===== config.mk =====
export PLATFORM = sky130hd
export DESIGN_NAME = alsu_arbiter_flat
export DESIGN_NICKNAME = d
export VERILOG_FILES = /design/src/rtl/alsu_arbiter_if.sv /design/src/rtl/alsu_arbiter.sv /design/src/flat_wrapper.sv
export SDC_FILE = /design/constraint.sdc
export NUM_CORES = 1
export LEC_CHECK = 0
export CAP_MARGIN = 20
export CORE_ASPECT_RATIO = 0.75
export CORE_MARGIN = 2
export CORE_UTILIZATION = 35
export CTS_CLUSTER_DIAMETER = 200
export DETAILED_ROUTE_END_ITERATION = 10
export PLACE_DENSITY = 0.75
export SYNTH_ARGS = -nofsm -noshare
export SYNTH_HDL_FRONTEND = slang
export SYNTH_SLANG_ARGS = --single-unit

===== constraint.sdc =====
create_clock -name clk -period 1.8 [get_ports clk]
set_input_delay 0.45 -clock clk [delete_from_list [all_inputs] [get_ports clk]]
set_output_delay 0.45 -clock clk [all_outputs]
set_load 0.005 [all_outputs]

===== src/rtl/alsu_arbiter_if.sv =====
// Requester-side command/response channel for alsu_arbiter (one instance per requester).
// Latency: n/a (signal bundle only).
// Backpressure: valid/ready on the command; response is a one-cycle pulse with no ready.
//
// Signals:
//   valid      requester -> arbiter  command valid
//   ready      arbiter -> requester  command accepted when valid & ready at a rising edge
//   cmd[12:0]  requester -> arbiter  [12:10] opcode, [9:7] A, [6:4] B, [3] cin,
//                                    [2] serial_in, [1] red_op_A, [0] red_op_B
//   rsp_valid  arbiter -> requester  one-cycle result pulse
//   rsp_data   arbiter -> requester  6-bit ALSU result
//   rsp_err    arbiter -> requester  ALSU flagged the operation as invalid
interface alsu_arbiter_if;
  logic        valid;
  logic        ready;
  logic [12:0] cmd;
  logic        rsp_valid;
  logic [5:0]  rsp_data;
  logic        rsp_err;

  // master = requester side, slave = arbiter side
  modport master (
    output valid,
    output cmd,
    input  ready,
    input  rsp_valid,
    input  rsp_data,
    input  rsp_err
  );

  modport slave (
    input  valid,
    input  cmd,
    output ready,
    output rsp_valid,
    output rsp_data,
    output rsp_err
  );
endinterface


===== src/rtl/alsu_arbiter.sv =====
// Round-robin arbiter sharing one ALSU between two requesters, one operation in flight.
// Latency: accept edge e0 -> ALSU sampled at e0+ALSU_LATENCY+1 -> rsp_valid in the next cycle.
// Backpressure: ready only in IDLE for the granted requester; next accept >= e0+ALSU_LATENCY+3.
//
// Ports:
//   clk, rst              rising-edge clock, synchronous active-low reset
//   r0, r1                requester channels (alsu_arbiter_if.slave)
//   alsu_a/b/opcode       registered ALSU operands and opcode
//   alsu_cin, alsu_serial_in, alsu_red_op_a, alsu_red_op_b   registered ALSU controls
//   alsu_out, alsu_leds   ALSU result and error leds
//   busy                  high whenever an operation is in progress
module alsu_arbiter #(
  parameter int ALSU_LATENCY = 2
) (
  input  logic              clk,
  input  logic              rst,
  alsu_arbiter_if.slave     r0,
  alsu_arbiter_if.slave     r1,
  output logic [2:0]        alsu_a,
  output logic [2:0]        alsu_b,
  output logic [2:0]        alsu_opcode,
  output logic              alsu_cin,
  output logic              alsu_serial_in,
  output logic              alsu_red_op_a,
  output logic              alsu_red_op_b,
  input  logic [5:0]        alsu_out,
  input  logic [15:0]       alsu_leds,
  output logic              busy
);

  localparam logic [3:0] WAIT_INIT = 4'(ALSU_LATENCY - 1);

  typedef enum logic [1:0] {
    IDLE  = 2'd0,
    ISSUE = 2'd1,
    WAIT  = 2'd2,
    RESP  = 2'd3
  } state_t;

  state_t      state;
  state_t      state_nxt;

  logic        last_grant;   // requester served most recently (0 = r0, 1 = r1)
  logic        owner;        // requester owning the in-flight operation
  logic        grant;        // candidate winner this cycle
  logic        any_valid;
  logic        accept;
  logic [12:0] cmd_sel;
  logic [3:0]  wait_cnt;

  logic [1:0]  rsp_valid_q;
  logic [5:0]  rsp_data0_q;
  logic [5:0]  rsp_data1_q;
  logic        rsp_err0_q;
  logic        rsp_err1_q;

  // Grant selection: a lone requester always wins; on a tie the one not
  // served last wins, so alternation only happens under contention.
  always_comb begin
    any_valid = r0.valid | r1.valid;
    grant     = 1'b0;
    if (r0.valid && r1.valid) begin
      grant = ~last_grant;
    end else if (r1.valid) begin
      grant = 1'b1;
    end
  end

  assign cmd_sel = grant ? r1.cmd : r0.cmd;

  // Ready is gated by rst so nothing can be accepted while reset is held.
  assign r0.ready = rst & (state == IDLE) & any_valid & ~grant;
  assign r1.ready = rst & (state == IDLE) & any_valid &  grant;
  assign accept   = (r0.valid & r0.ready) | (r1.valid & r1.ready);

  // State register
  always_ff @(posedge clk) begin
    if (!rst) begin
      state <= IDLE;
    end else begin
      state <= state_nxt;
    end
  end

  // Next-state logic
  always_comb begin
    state_nxt = state;
    case (state)
      IDLE:    if (accept) state_nxt = ISSUE;
      ISSUE:   state_nxt = WAIT;
      WAIT:    if (wait_cnt == 4'd0) state_nxt = RESP;
      RESP:    state_nxt = IDLE;
      default: state_nxt = IDLE;
    endcase
  end

  // Output logic
  always_comb begin
    busy = (state != IDLE);
  end

  // Command latch, latency counter and response capture. The alsu_* registers
  // only load on an accept, so the ALSU inputs stay stable for the whole
  // operation and keep the last command afterwards.
  always_ff @(posedge clk) begin
    if (!rst) begin
      alsu_a         <= 3'd0;
      alsu_b         <= 3'd0;
      alsu_opcode    <= 3'd0;
      alsu_cin       <= 1'b0;
      alsu_serial_in <= 1'b0;
      alsu_red_op_a  <= 1'b0;
      alsu_red_op_b  <= 1'b0;
      last_grant     <= 1'b1;
      owner          <= 1'b0;
      wait_cnt       <= 4'd0;
      rsp_valid_q    <= 2'b00;
      rsp_data0_q    <= 6'd0;
      rsp_data1_q    <= 6'd0;
      rsp_err0_q     <= 1'b0;
      rsp_err1_q     <= 1'b0;
    end else begin
      rsp_valid_q <= 2'b00;
      case (state)
        IDLE: begin
          if (accept) begin
            alsu_opcode    <= cmd_sel[12:10];
            alsu_a         <= cmd_sel[9:7];
            alsu_b         <= cmd_sel[6:4];
            alsu_cin       <= cmd_sel[3];
            alsu_serial_in <= cmd_sel[2];
            alsu_red_op_a  <= cmd_sel[1];
            alsu_red_op_b  <= cmd_sel[0];
            owner          <= grant;
            last_grant     <= grant;
          end
        end
        ISSUE: begin
          wait_cnt <= WAIT_INIT;
        end
        WAIT: begin
          if (wait_cnt == 4'd0) begin
            // Only the owner's response registers move; the other side holds.
            rsp_valid_q[owner] <= 1'b1;
            if (owner) begin
              rsp_data1_q <= alsu_out;
              rsp_err1_q  <= |alsu_leds;
            end else begin
              rsp_data0_q <= alsu_out;
              rsp_err0_q  <= |alsu_leds;
            end
          end else begin
            wait_cnt <= wait_cnt - 4'd1;
          end
        end
        default: ;
      endcase
    end
  end

  assign r0.rsp_valid = rsp_valid_q[0];
  assign r0.rsp_data  = rsp_data0_q;
  assign r0.rsp_err   = rsp_err0_q;
  assign r1.rsp_valid = rsp_valid_q[1];
  assign r1.rsp_data  = rsp_data1_q;
  assign r1.rsp_err   = rsp_err1_q;

endmodule


===== src/flat_wrapper.sv =====
// flat-port wrapper written by rule: the top's interface ports become plain ports
module alsu_arbiter_flat 
#(
  parameter int ALSU_LATENCY = 2
)
  (clk, rst, alsu_a, alsu_b, alsu_opcode, alsu_cin, alsu_serial_in, alsu_red_op_a, alsu_red_op_b, alsu_out, alsu_leds, busy, r0_valid, r0_cmd, r0_ready, r0_rsp_valid, r0_rsp_data, r0_rsp_err, r1_valid, r1_cmd, r1_ready, r1_rsp_valid, r1_rsp_data, r1_rsp_err);
  alsu_arbiter_if r0_i ();
  alsu_arbiter_if r1_i ();
  input  logic clk;
  input  logic rst;
  output logic [2:0] alsu_a;
  output logic [2:0] alsu_b;
  output logic [2:0] alsu_opcode;
  output logic alsu_cin;
  output logic alsu_serial_in;
  output logic alsu_red_op_a;
  output logic alsu_red_op_b;
  input  logic [5:0] alsu_out;
  input  logic [15:0] alsu_leds;
  output logic busy;
  input wire logic [$bits(r0_i.valid)-1:0] r0_valid;
  input wire logic [$bits(r0_i.cmd)-1:0] r0_cmd;
  output wire logic [$bits(r0_i.ready)-1:0] r0_ready;
  output wire logic [$bits(r0_i.rsp_valid)-1:0] r0_rsp_valid;
  output wire logic [$bits(r0_i.rsp_data)-1:0] r0_rsp_data;
  output wire logic [$bits(r0_i.rsp_err)-1:0] r0_rsp_err;
  input wire logic [$bits(r1_i.valid)-1:0] r1_valid;
  input wire logic [$bits(r1_i.cmd)-1:0] r1_cmd;
  output wire logic [$bits(r1_i.ready)-1:0] r1_ready;
  output wire logic [$bits(r1_i.rsp_valid)-1:0] r1_rsp_valid;
  output wire logic [$bits(r1_i.rsp_data)-1:0] r1_rsp_data;
  output wire logic [$bits(r1_i.rsp_err)-1:0] r1_rsp_err;
  assign r0_i.valid = r0_valid;
  assign r0_i.cmd = r0_cmd;
  assign r0_ready = r0_i.ready;
  assign r0_rsp_valid = r0_i.rsp_valid;
  assign r0_rsp_data = r0_i.rsp_data;
  assign r0_rsp_err = r0_i.rsp_err;
  assign r1_i.valid = r1_valid;
  assign r1_i.cmd = r1_cmd;
  assign r1_ready = r1_i.ready;
  assign r1_rsp_valid = r1_i.rsp_valid;
  assign r1_rsp_data = r1_i.rsp_data;
  assign r1_rsp_err = r1_i.rsp_err;
  alsu_arbiter #(.ALSU_LATENCY(ALSU_LATENCY)) u_core (.clk(clk), .rst(rst), .r0(r0_i), .r1(r1_i), .alsu_a(alsu_a), .alsu_b(alsu_b), .alsu_opcode(alsu_opcode), .alsu_cin(alsu_cin), .alsu_serial_in(alsu_serial_in), .alsu_red_op_a(alsu_red_op_a), .alsu_red_op_b(alsu_red_op_b), .alsu_out(alsu_out), .alsu_leds(alsu_leds), .busy(busy));
endmodule

==> metrics.yaml, run 1 <==
yosys:
  seq_area_frac_synth_pct: 45.16
  synth.avg_cell_area_um2: 8.772
  synth_seq_cells: 37
  yosysWarnings: 0
  synth_nets: 244
  synthesis.area_mm2: 0.001640
  synthDominantCellAreaShare_pct: 45.16
  synthTopCellsByArea: "dfxtp_1, mux2i_1, a21oi_1"
  yosysTopAreaCell: "dfxtp_1"
  syn-instance-count: 187
  synth_cell_types: 29
cts:
  ctsHoldBuffers: 0
  cts-root-buf: "clkbuf_8"
  htree_levels: 2
  numClockSinks: 37
  cts_made_buffers: 5
  path_clk_slew_ps: 70
  tritoncts: "yes"
  clk_latency_ps: 290
  cts_buffer_depth: 2
critical_path:
  cp_slowest_stage_delay_ps: 330
  crit_required_ps: 1350
  cp-end-kind: "output port"
  crit_type: "reg -> out"
  crit_path_cell_trace: "inv_2 > ha_4 > buf_4 > o21ai_2 > nor3_1 > buf_2"
  startpoint_type: "flip-flop"
  crit_path_top_delay_cell: "dfxtp_2"
  worst_ep_arrival_time_ps: 1240
  critPathMaxFanout: 3
sta:
  fmax_mhz: 591.5
  fin_crit_ps: 1691
  hold_violations: 0
  drv_slew: 0
  rsz0062_at_grt: "no"
  whs_ps: 479.5
  finalCritPeriodShare_pct: 93.93
  timing.max_slew.rel_slack_pct: 70.81
  worst-slew-pin-transition_ps: 437.4
  setup_viol: 0
  clock_skew_ps: 6.783
  setup_ws_ps: 109.3
power:
  switchingPower_uw: 1036
  clock_power_share_pct: 19.3
  powerDensity_mw_per_mm2: 1138
  ir_drop_v: 0.0005907
  power_leakage_uw: 0.001025
  pwr-share-seq_pct: 35.2
  comb_power_share_pct: 45.6
  p_int_uw: 2056
  swShare_pct: 33.52
hold_path:
  hp-class: "reg -> reg"
floorplan:
  die_h_um: 63.29
  die_x_um: 83.05
  rows: 21
  core_area_mm2: 0.004493
  die_area_mm2: 0.005256
  io-pin-count: 84
  start_util_pct: 36.51
run:
  maxCapViolCount: 0
route:
  wl_per_cell_um: 13.36
  ant_nets: 0
  vias: 1692
  drc: 0
  first_pass_iters: 4
  initialDrtViolationCount: 73
  routed_wl_um: 4476
  viasPerCell: 5.051
layout:
  area_growth_pct: 65.68
  seqCellArea_um2: 743.2
  antenna_cells: 0
  nNetsFinal: 335
  finalInstanceArea_mm2: 0.002718
  nFillCells: 388
  drive_gt1_share_pct: 12.59
  multi_input_area_um2: 843.3
outcome:
  status: "completed"
grt:
  grt_remaining_overflow: 0
  antenna_found_initial: 0
  grt_usage_pct: 16.98
  grt_pass1_wl_um: 7113
  grt_max_degree: 28
  grt_pass1_vias: 1540
placed_design:
  portBuffers: 83
  dp_hpwl_um: 3322
  placed_area_mm2: 0.002609
  place_congestion: 0.7799
  pre_cts_ws_ps: -503.0
cells by family (layout without fill, tap and decap cells):
kind of cell,Yosys count,after routing,share of synthesized area (%)
muxes,16,16,9.763
buffers and inverters,23,114,5.492
DFF,37,37,45.16
and+or+nand+nor,40,40,13.81
adders and majority gates,5,5,3.814
AOI/OAI and AO/OA,66,66,21.97
worst paths after layout:
check                                      from  slack, ps  cells past startpoint                                  to
max                u_core.state[1]$_SDFFE_PN0P_        110                      6                            r0_ready
min          u_core.r1.rsp_data[4]$_SDFFE_PN0P_        480                      2  u_core.r1.rsp_data[4]$_SDFFE_PN0P_
max reg2reg     u_core.wait_cnt[0]$_SDFFE_PN0P_        170                      5     u_core.wait_cnt[1]$_SDFFE_PN0P_
min reg2reg  u_core.r1.rsp_data[4]$_SDFFE_PN0P_        480                      2  u_core.r1.rsp_data[4]$_SDFFE_PN0P_
per-layer routing:
| metal | routed length, um | global-route usage (%) | part of all wire, % |
|---|---|---|---|
| met2 | 2029 | 25.71 | 45 |
| met4 | 35 | 5.328 | 0.78 |
| met5 | 0 | 0 | 0 |
| met1 | 2063 | 21.31 | 46 |
| met3 | 347 | 8.257 | 7.8 |
worst max-delay path, delay by kind of cell, from the launching register on:
| kind | cells | cell delay, ps |
|---|---|---|
| compound gates | 1 | 50 |
| flops | 1 | 330 |
| buf+inv | 3 | 310 |
| fa+ha+maj | 1 | 140 |
| simple gates | 1 | 130 |
registers in the layout (all words and copies together), names as in the netlist, 2 cells and up:
name and flops:
u_core.r1.rsp_data 6, u_core.r0.rsp_data 6, u_core.wait_cnt 4, u_core.state 2, u_core.alsu_opcode 3, u_core.alsu_b 3, u_core.rsp_valid_q 2, u_core.alsu_a 3
stage by stage:
stage | total power [uW] | std cells | util (%) | setup TNS [ps]
floorplan | 1768 | 187 | - | 0
global placement | 2435 | 327 | 58.06 | -1364
detailed placement | 2463 | 327 | 58.06 | -2047
CTS | 3089 | 335 | 60.37 | 0
global route | 3317 | 335 | 60.48 | 0
finish | 3092 | 335 | 60.48 | 0
cell usage in the layout (no fill, tap or decap), types with 2 or more instances in the layout:
cell              n
clkdlybuf4s50_1  77
dfxtp_1          35
a21oi_1          31
o21ai_0          26
buf_4            17
mux2i_1          16
nand3_1          15
nand2_1           7
clkbuf_8          6
inv_1             5
nor3_1            4
nor4_1            4
ha_1              4
dlygate4sd2_1     4
a311oi_1          3
inv_2             2
dfxtp_2           2
what timing repair did:
item                       4_1_cts  5_1_grt
setup endpoints to repair        3        2
buffers inserted                 1        0
resized for setup               18        2
cloned                           0        0
pin swaps                        2        1
synth_stat cells:
cell type	instances
a211o_1	1
a211oi_1	1
a21boi_0	1
a21oi_1	31
a22oi_2	1
a311oi_1	3
and3_1	1
and4_1	1
buf_1	1
buf_2	3
clkbuf_1	12
dfxtp_1	37
ha_1	5
inv_1	7
mux2i_1	16
nand2_1	7
nand2b_1	1
nand3_1	15
nand3b_1	1
nand4b_1	1
nand4bb_1	1
nor2b_1	1
nor3_1	4
nor4_1	4
nor4bb_1	1
o21a_1	1
o21ai_0	27
or3_1	1
or3b_1	1
power by group through the flow:
| stage | sequential [uW] | clock, uW | combinational (uW) |
|---|---|---|---|
| 3_3_place_gp | 1090 | 0 | 1350 |
| 3_5_place_dp | 1090 | 0 | 1370 |
| 4_1_cts | 1090 | 605 | 1400 |
| 6_report | 1090 | 595 | 1410 |
| 5_1_grt | 1100 | 654 | 1560 |
| 2_1_floorplan | 1100 | 0 | 670 |
area by class of cell:
| type | count | area share, % |
|---|---|---|
| multi-input cells | 127 | 31.03 |
| flip-flops and latches | 37 | 27.35 |
| repair buffers | 100 | 34.71 |
| clock buffers | 6 | 3.039 |
| inverters | 7 | 0.9668 |
| clock inverters | 1 | 0.2762 |
| well taps | 57 | 2.624 |
Power figures use the tool's default switching activity.
==> inputs of run 2 (changes only) <==
--- a/config.mk
+++ b/config.mk
@@ -5,13 +5,14 @@
 export SDC_FILE = /design/constraint.sdc
 export NUM_CORES = 1
 export LEC_CHECK = 0
+export ABC_CLOCK_PERIOD_IN_PS = 1800
 export CAP_MARGIN = 20
 export CORE_ASPECT_RATIO = 0.75
 export CORE_MARGIN = 2
 export CORE_UTILIZATION = 35
 export CTS_CLUSTER_DIAMETER = 200
 export DETAILED_ROUTE_END_ITERATION = 10
-export PLACE_DENSITY = 0.75
+export PLACE_DENSITY_LB_ADDON = 0.12
 export SYNTH_ARGS = -nofsm -noshare
 export SYNTH_HDL_FRONTEND = slang
 export SYNTH_SLANG_ARGS = --single-unit
==> metrics.yaml, run 2 (same netlist as run 1, synthesis figures left out) <==
hold_path:
  min_to: "u_core.r0.rsp_data[0]$_SDFFE_PN0P_"
  holdPathStages: 2
  hold_path_startpoint: "u_core.r0.rsp_data[0]$_SDFFE_PN0P_"
  hp-class: "reg -> reg"
cts:
  htree_levels: 2
  ctsHoldBuffers: 0
  cts_made_buffers: 5
  tritoncts: "yes"
  clk_latency_ps: 290
  numClockSinks: 37
  path_clk_slew_ps: 80
  cts-root-buf: "clkbuf_8"
  cts_buffer_depth: 2
route:
  drc: 0
  initialDrtViolationCount: 77
  first_pass_iters: 4
  ant_nets: 0
  viasPerCell: 4.930
  wl_per_cell_um: 13.30
  routed_wl_um: 4534
  vias: 1681
critical_path:
  rrSetupSlack_ps: 190
  crit_type: "reg -> out"
  ff2ff_path_depth: 5
  timing.rr.end: "u_core.wait_cnt[1]$_SDFFE_PN0P_"
  crit_required_ps: 1350
  cp_slowest_stage_delay_ps: 330
  worst_ep_arrival_time_ps: 1240
  crit_path_top_delay_cell: "dfxtp_2"
  cp-end-kind: "output port"
  r2r-start: "u_core.wait_cnt[0]$_SDFFE_PN0P_"
  critPathMaxFanout: 3
  crit_path_cell_trace: "inv_2 > ha_4 > o21ai_1 > nor3_2 > clkdlybuf4s15_2"
  path_buf_inv: 2
  cp_top_family: "flip-flops"
  startpoint_type: "flip-flop"
layout:
  final_common_cell: "clkdlybuf4s50_1"
  nNetsFinal: 340
  final_core_util_pct: 61.90
  area_growth_pct: 69.57
  drive_gt1_share_pct: 14.08
  finalInstanceArea_mm2: 0.002781
  nFillCells: 406
  seqCellArea_um2: 743.2
  antenna_cells: 0
  multi_input_area_um2: 853.3
  layout_common_cells: "clkdlybuf4s50_1, dfxtp_1, a21oi_1"
floorplan:
  start_util_pct: 36.51
  core_area_mm2: 0.004493
  rows: 21
  die_area_mm2: 0.005256
  io-pin-count: 84
  die_x_um: 83.05
  die_h_um: 63.29
placed_design:
  dp_hpwl_um: 3275
  place_congestion: 0.7257
  portBuffers: 83
  placed_area_mm2: 0.002621
power:
  power_leakage_uw: 0.001048
  powerDensity_mw_per_mm2: 1120
  ir_drop_v: 0.0005939
grt:
  grt_max_degree: 28
  grt_usage_pct: 17.54
  grt_remaining_overflow: 0
  antenna_found_initial: 0
  grt_pass1_vias: 1671
  grt_pass1_wl_um: 7583
sta:
  drv_slew: 0
  hold_violations: 0
  rsz0062_at_grt: "no"
  fin_crit_ps: 1690
  fmax_mhz: 591.7
  clock_skew_ps: 9.380
  timing.max_slew.rel_slack_pct: 71.46
  setup_viol: 0
  finalCritPeriodShare_pct: 93.88
  worst-slew-pin-transition_ps: 427.6
run:
  maxCapViolCount: 0
outcome:
  status: "completed"
-- run 2: cell count changes in the layout (fill, tap and decap cells not counted), sizes merged --
cell           change
buf                +4
clkdlybuf4s15      +1
clkinvlp           +1
-- run 2: worst max path at each step --
| stage | start | endpoint | slack [ps] | cells after the start |
|---|---|---|---|---|
| 2_1_floorplan | u_core.state[0]$_SDFFE_PN0P_ | r1_ready | 40 | 6 |
| 3_3_place_gp | r1_valid | r1_ready | -470 | 4 |
| 3_5_place_dp | r1_valid | r1_ready | -490 | 4 |
| 4_1_cts | u_core.state[0]$_SDFFE_PN0P_ | r1_ready | -60 | 5 |
| 5_1_grt | u_core.state[1]$_SDFFE_PN0P_ | r0_ready | 20 | 5 |
| 6_report | u_core.state[1]$_SDFFE_PN0P_ | r0_ready | 110 | 5 |
-- run 2: final cells by class --
| cell class | count | area share, % |
|---|---|---|
| timing repair buffer | 105 | 35.94 |
| inverter | 7 | 0.9447 |
| tap | 57 | 2.564 |
| clock buffer | 6 | 2.609 |
| sequential | 37 | 26.72 |
| clock inverter | 2 | 0.5398 |
| multi-input combinational | 127 | 30.68 |
-- run 2: repair_timing --
action / 4_1_cts / 5_1_grt
endpoints found under the hold margin: 0 / 0
resized for setup: 12 / 8
pin swaps: 1 / 1
endpoints found under the setup margin: 3 / 4
buffers inserted: 6 / 0
-- run 2: metal layers --
layer	track usage, %	vias up	routed length (um)
met5	0	-	0
met4	5.533	0	18
met3	4.587	2	199
met2	29.23	31	2122
met1	22.27	775	2194
li1	-	873	-
-- run 2: where the power goes --
group	internal (uW)	switching [uW]	leakage (uW)
Combinational	799	650	0.000707
Clock	273	307	0.0000374
Sequential	993	92.4	0.000304
Total	2060	1050	0.00105
-- run 2: tightest hold or removal path: cells and delay by family, from the launching register on --
family | cells | cell delay [ps]
AOI/OAI and AO/OA | 2 | 120
DFF | 1 | 310
-- run 2: per-stage QoR --
stage	setup slack, ps	TNS (ps)	cells	hold WS, ps	power, uW
after floorplan	37.52	0	187	431.7	1768
after global placement	-467.4	-1111	327	463.4	2461
after detailed placement	-486.1	-1469	327	467.2	2476
after CTS	-63.54	-95.52	341	481.4	3087
after global routing	17.40	0	341	512.1	3352
final	110.1	0	341	480.2	3114
==> inputs of run 3 (changes only) <==
--- a/config.mk
+++ b/config.mk
@@ -9,7 +9,7 @@
 export CAP_MARGIN = 20
 export CORE_ASPECT_RATIO = 0.75
 export CORE_MARGIN = 2
-export CORE_UTILIZATION = 35
+export CORE_UTILIZATION = 25
 export CTS_CLUSTER_DIAMETER = 200
 export DETAILED_ROUTE_END_ITERATION = 10
 export PLACE_DENSITY_LB_ADDON = 0.12
==> metrics.yaml, run 3 (same netlist as run 1, synthesis figures left out) <==
layout:
  nNetsFinal: 338
  final_common_cell: "clkdlybuf4s50_1"
  layout_common_cells: "clkdlybuf4s50_1, dfxtp_1, a21oi_1"
  layoutNonFillerInstCount: 363
  nFillCells: 632
  area_growth_pct: 70.18
  antenna_cells: 0
  drive_gt1_share_pct: 13.83
floorplan:
  start_util_pct: 25.96
  core_area_mm2: 0.006319
  rows: 25
  die_x_um: 97.53
  die_area_mm2: 0.007232
  die_h_um: 74.15
  io-pin-count: 84
cts:
  cts_made_buffers: 5
  clk_latency_ps: 290
  htree_levels: 2
  cts_buffer_depth: 2
  cts-root-buf: "clkbuf_8"
  numClockSinks: 37
  path_clk_slew_ps: 80
  tritoncts: "yes"
outcome:
  status: "completed"
power:
  powerDensity_mw_per_mm2: 1123
  ir_drop_v: 0.0003232
  total_power_uw: 3135
  power_leakage_uw: 0.001047
placed_design:
  place_congestion: 0.6901
  portBuffers: 83
  pre_cts_ws_ps: -482.5
  dp_cells: 351
  dp_hpwl_um: 3419
route:
  wl_per_cell_um: 13.13
  drc: 0
  viasPerCell: 4.628
  routed_wl_um: 4767
  initialDrtViolationCount: 42
  ant_nets: 0
  first_pass_iters: 4
  vias: 1680
sta:
  hold_violations: 0
  fmax_mhz: 587.3
  setup_viol: 0
  setup_ws_ps: 97.27
  tns_ps: 0
  timing.max_slew.rel_slack_pct: 70.28
  fin_crit_ps: 1703
  worst-slew-pin-transition_ps: 445.3
  clock_skew_ps: 9.711
  drv_slew: 0
  rsz0062_at_grt: "no"
  finalCritPeriodShare_pct: 94.60
critical_path:
  crit_required_ps: 1350
  ff2ff_path_depth: 7
  cp-end-kind: "output port"
  rrSetupSlack_ps: 160
  critPathMaxFanout: 3
  worst_ep_arrival_time_ps: 1250
  startpoint_type: "flip-flop"
  timing.rr.end: "u_core.r0.rsp_err$_SDFFE_PN0P_"
  r2r-start: "u_core.state[1]$_SDFFE_PN0P_"
  crit_type: "reg -> out"
grt:
  antenna_found_initial: 0
  grt_pass1_wl_um: 7734
  grt_pass1_vias: 1594
  grt_max_degree: 28
  grt_remaining_overflow: 0
  grt_usage_pct: 13.05
hold_path:
  holdPathStages: 2
  hp-class: "reg -> reg"
  hold_path_startpoint: "u_core.r0.rsp_data[3]$_SDFFE_PN0P_"
  min_to: "u_core.r0.rsp_data[3]$_SDFFE_PN0P_"
run:
  maxCapViolCount: 0
[run 3: cell count changes in the layout (fill, tap and decap cells not counted)]
cell,previous run,this run
clkinv_4,0,2
clkinvlp_4,2,0
clkbuf_1,1,0
buf_4,21,19
nor4bb_2,0,1
clkinv_2,0,1
nor4bb_4,1,0
[run 3: power breakdown]
group          internal [uW]  total, uW  switching [uW]  leakage, uW
Clock                    275        592             317    0.0000481
Sequential               993       1080            92.0     0.000304
Combinational            793       1460             666     0.000696
[run 3: worst max-delay path, stage by stage (launching register included)]
cell             delay [ps]
dfxtp_2                 330
inv_2                    70
ha_4                    140
o21ai_1                  90
nor3_2                  110
clkdlybuf4s15_2         220
[run 3: worst max path at each step]
stage | end | startpoint | cells past startpoint | slack, ps
finish | r0_ready | u_core.state[1]$_SDFFE_PN0P_ | 5 | 100
CTS | r1_ready | u_core.state[0]$_SDFFE_PN0P_ | 5 | -80
detailed placement | r1_ready | r1_valid | 4 | -480
global placement | r1_ready | r1_valid | 4 | -470
global route | u_core.r0.rsp_err$_SDFFE_PN0P_ | u_core.state[1]$_SDFFE_PN0P_ | 7 | 2
floorplan | r1_ready | u_core.state[0]$_SDFFE_PN0P_ | 6 | 40
[run 3: area by class of cell]
type / count / area, um2 / share of cell area [%]
clock buffer: 5 / 68.82 / 2.465
timing repair buffer: 103 / 984.7 / 35.28
tap: 81 / 101.3 / 3.631
clock inverter: 3 / 22.52 / 0.8068
multi-input combinational: 127 / 844.6 / 30.26
sequential: 37 / 743.2 / 26.62
inverter: 7 / 26.28 / 0.9413
[run 3: what timing repair did]
action,4_1_cts,5_1_grt
gates resized for setup,13,6
pin swaps,1,2
buffers inserted,2,2
setup endpoints to repair,3,3
hold buffers,0,0
[run 3: metrics by stage]
step / utilization (%) / hold WS [ps] / cell area [um2]
floorplan: - / 431.7 / 1642
global placement: 41.96 / 468.1 / 2651
detailed placement: 41.96 / 467.3 / 2651
CTS: 43.82 / 479.9 / 2769
global route: 44.18 / 506.9 / 2791
finish: 44.18 / 481.2 / 2791
[run 3: per-layer routing]
metal / vias up / GRT usage (%) / routed length, um
li1: 866 / - / -
met1: 778 / 17.35 / 2245
met2: 32 / 21.69 / 2274
met3: 4 / 3.289 / 214
met4: 0 / 3.241 / 32
met5: - / 0 / 0
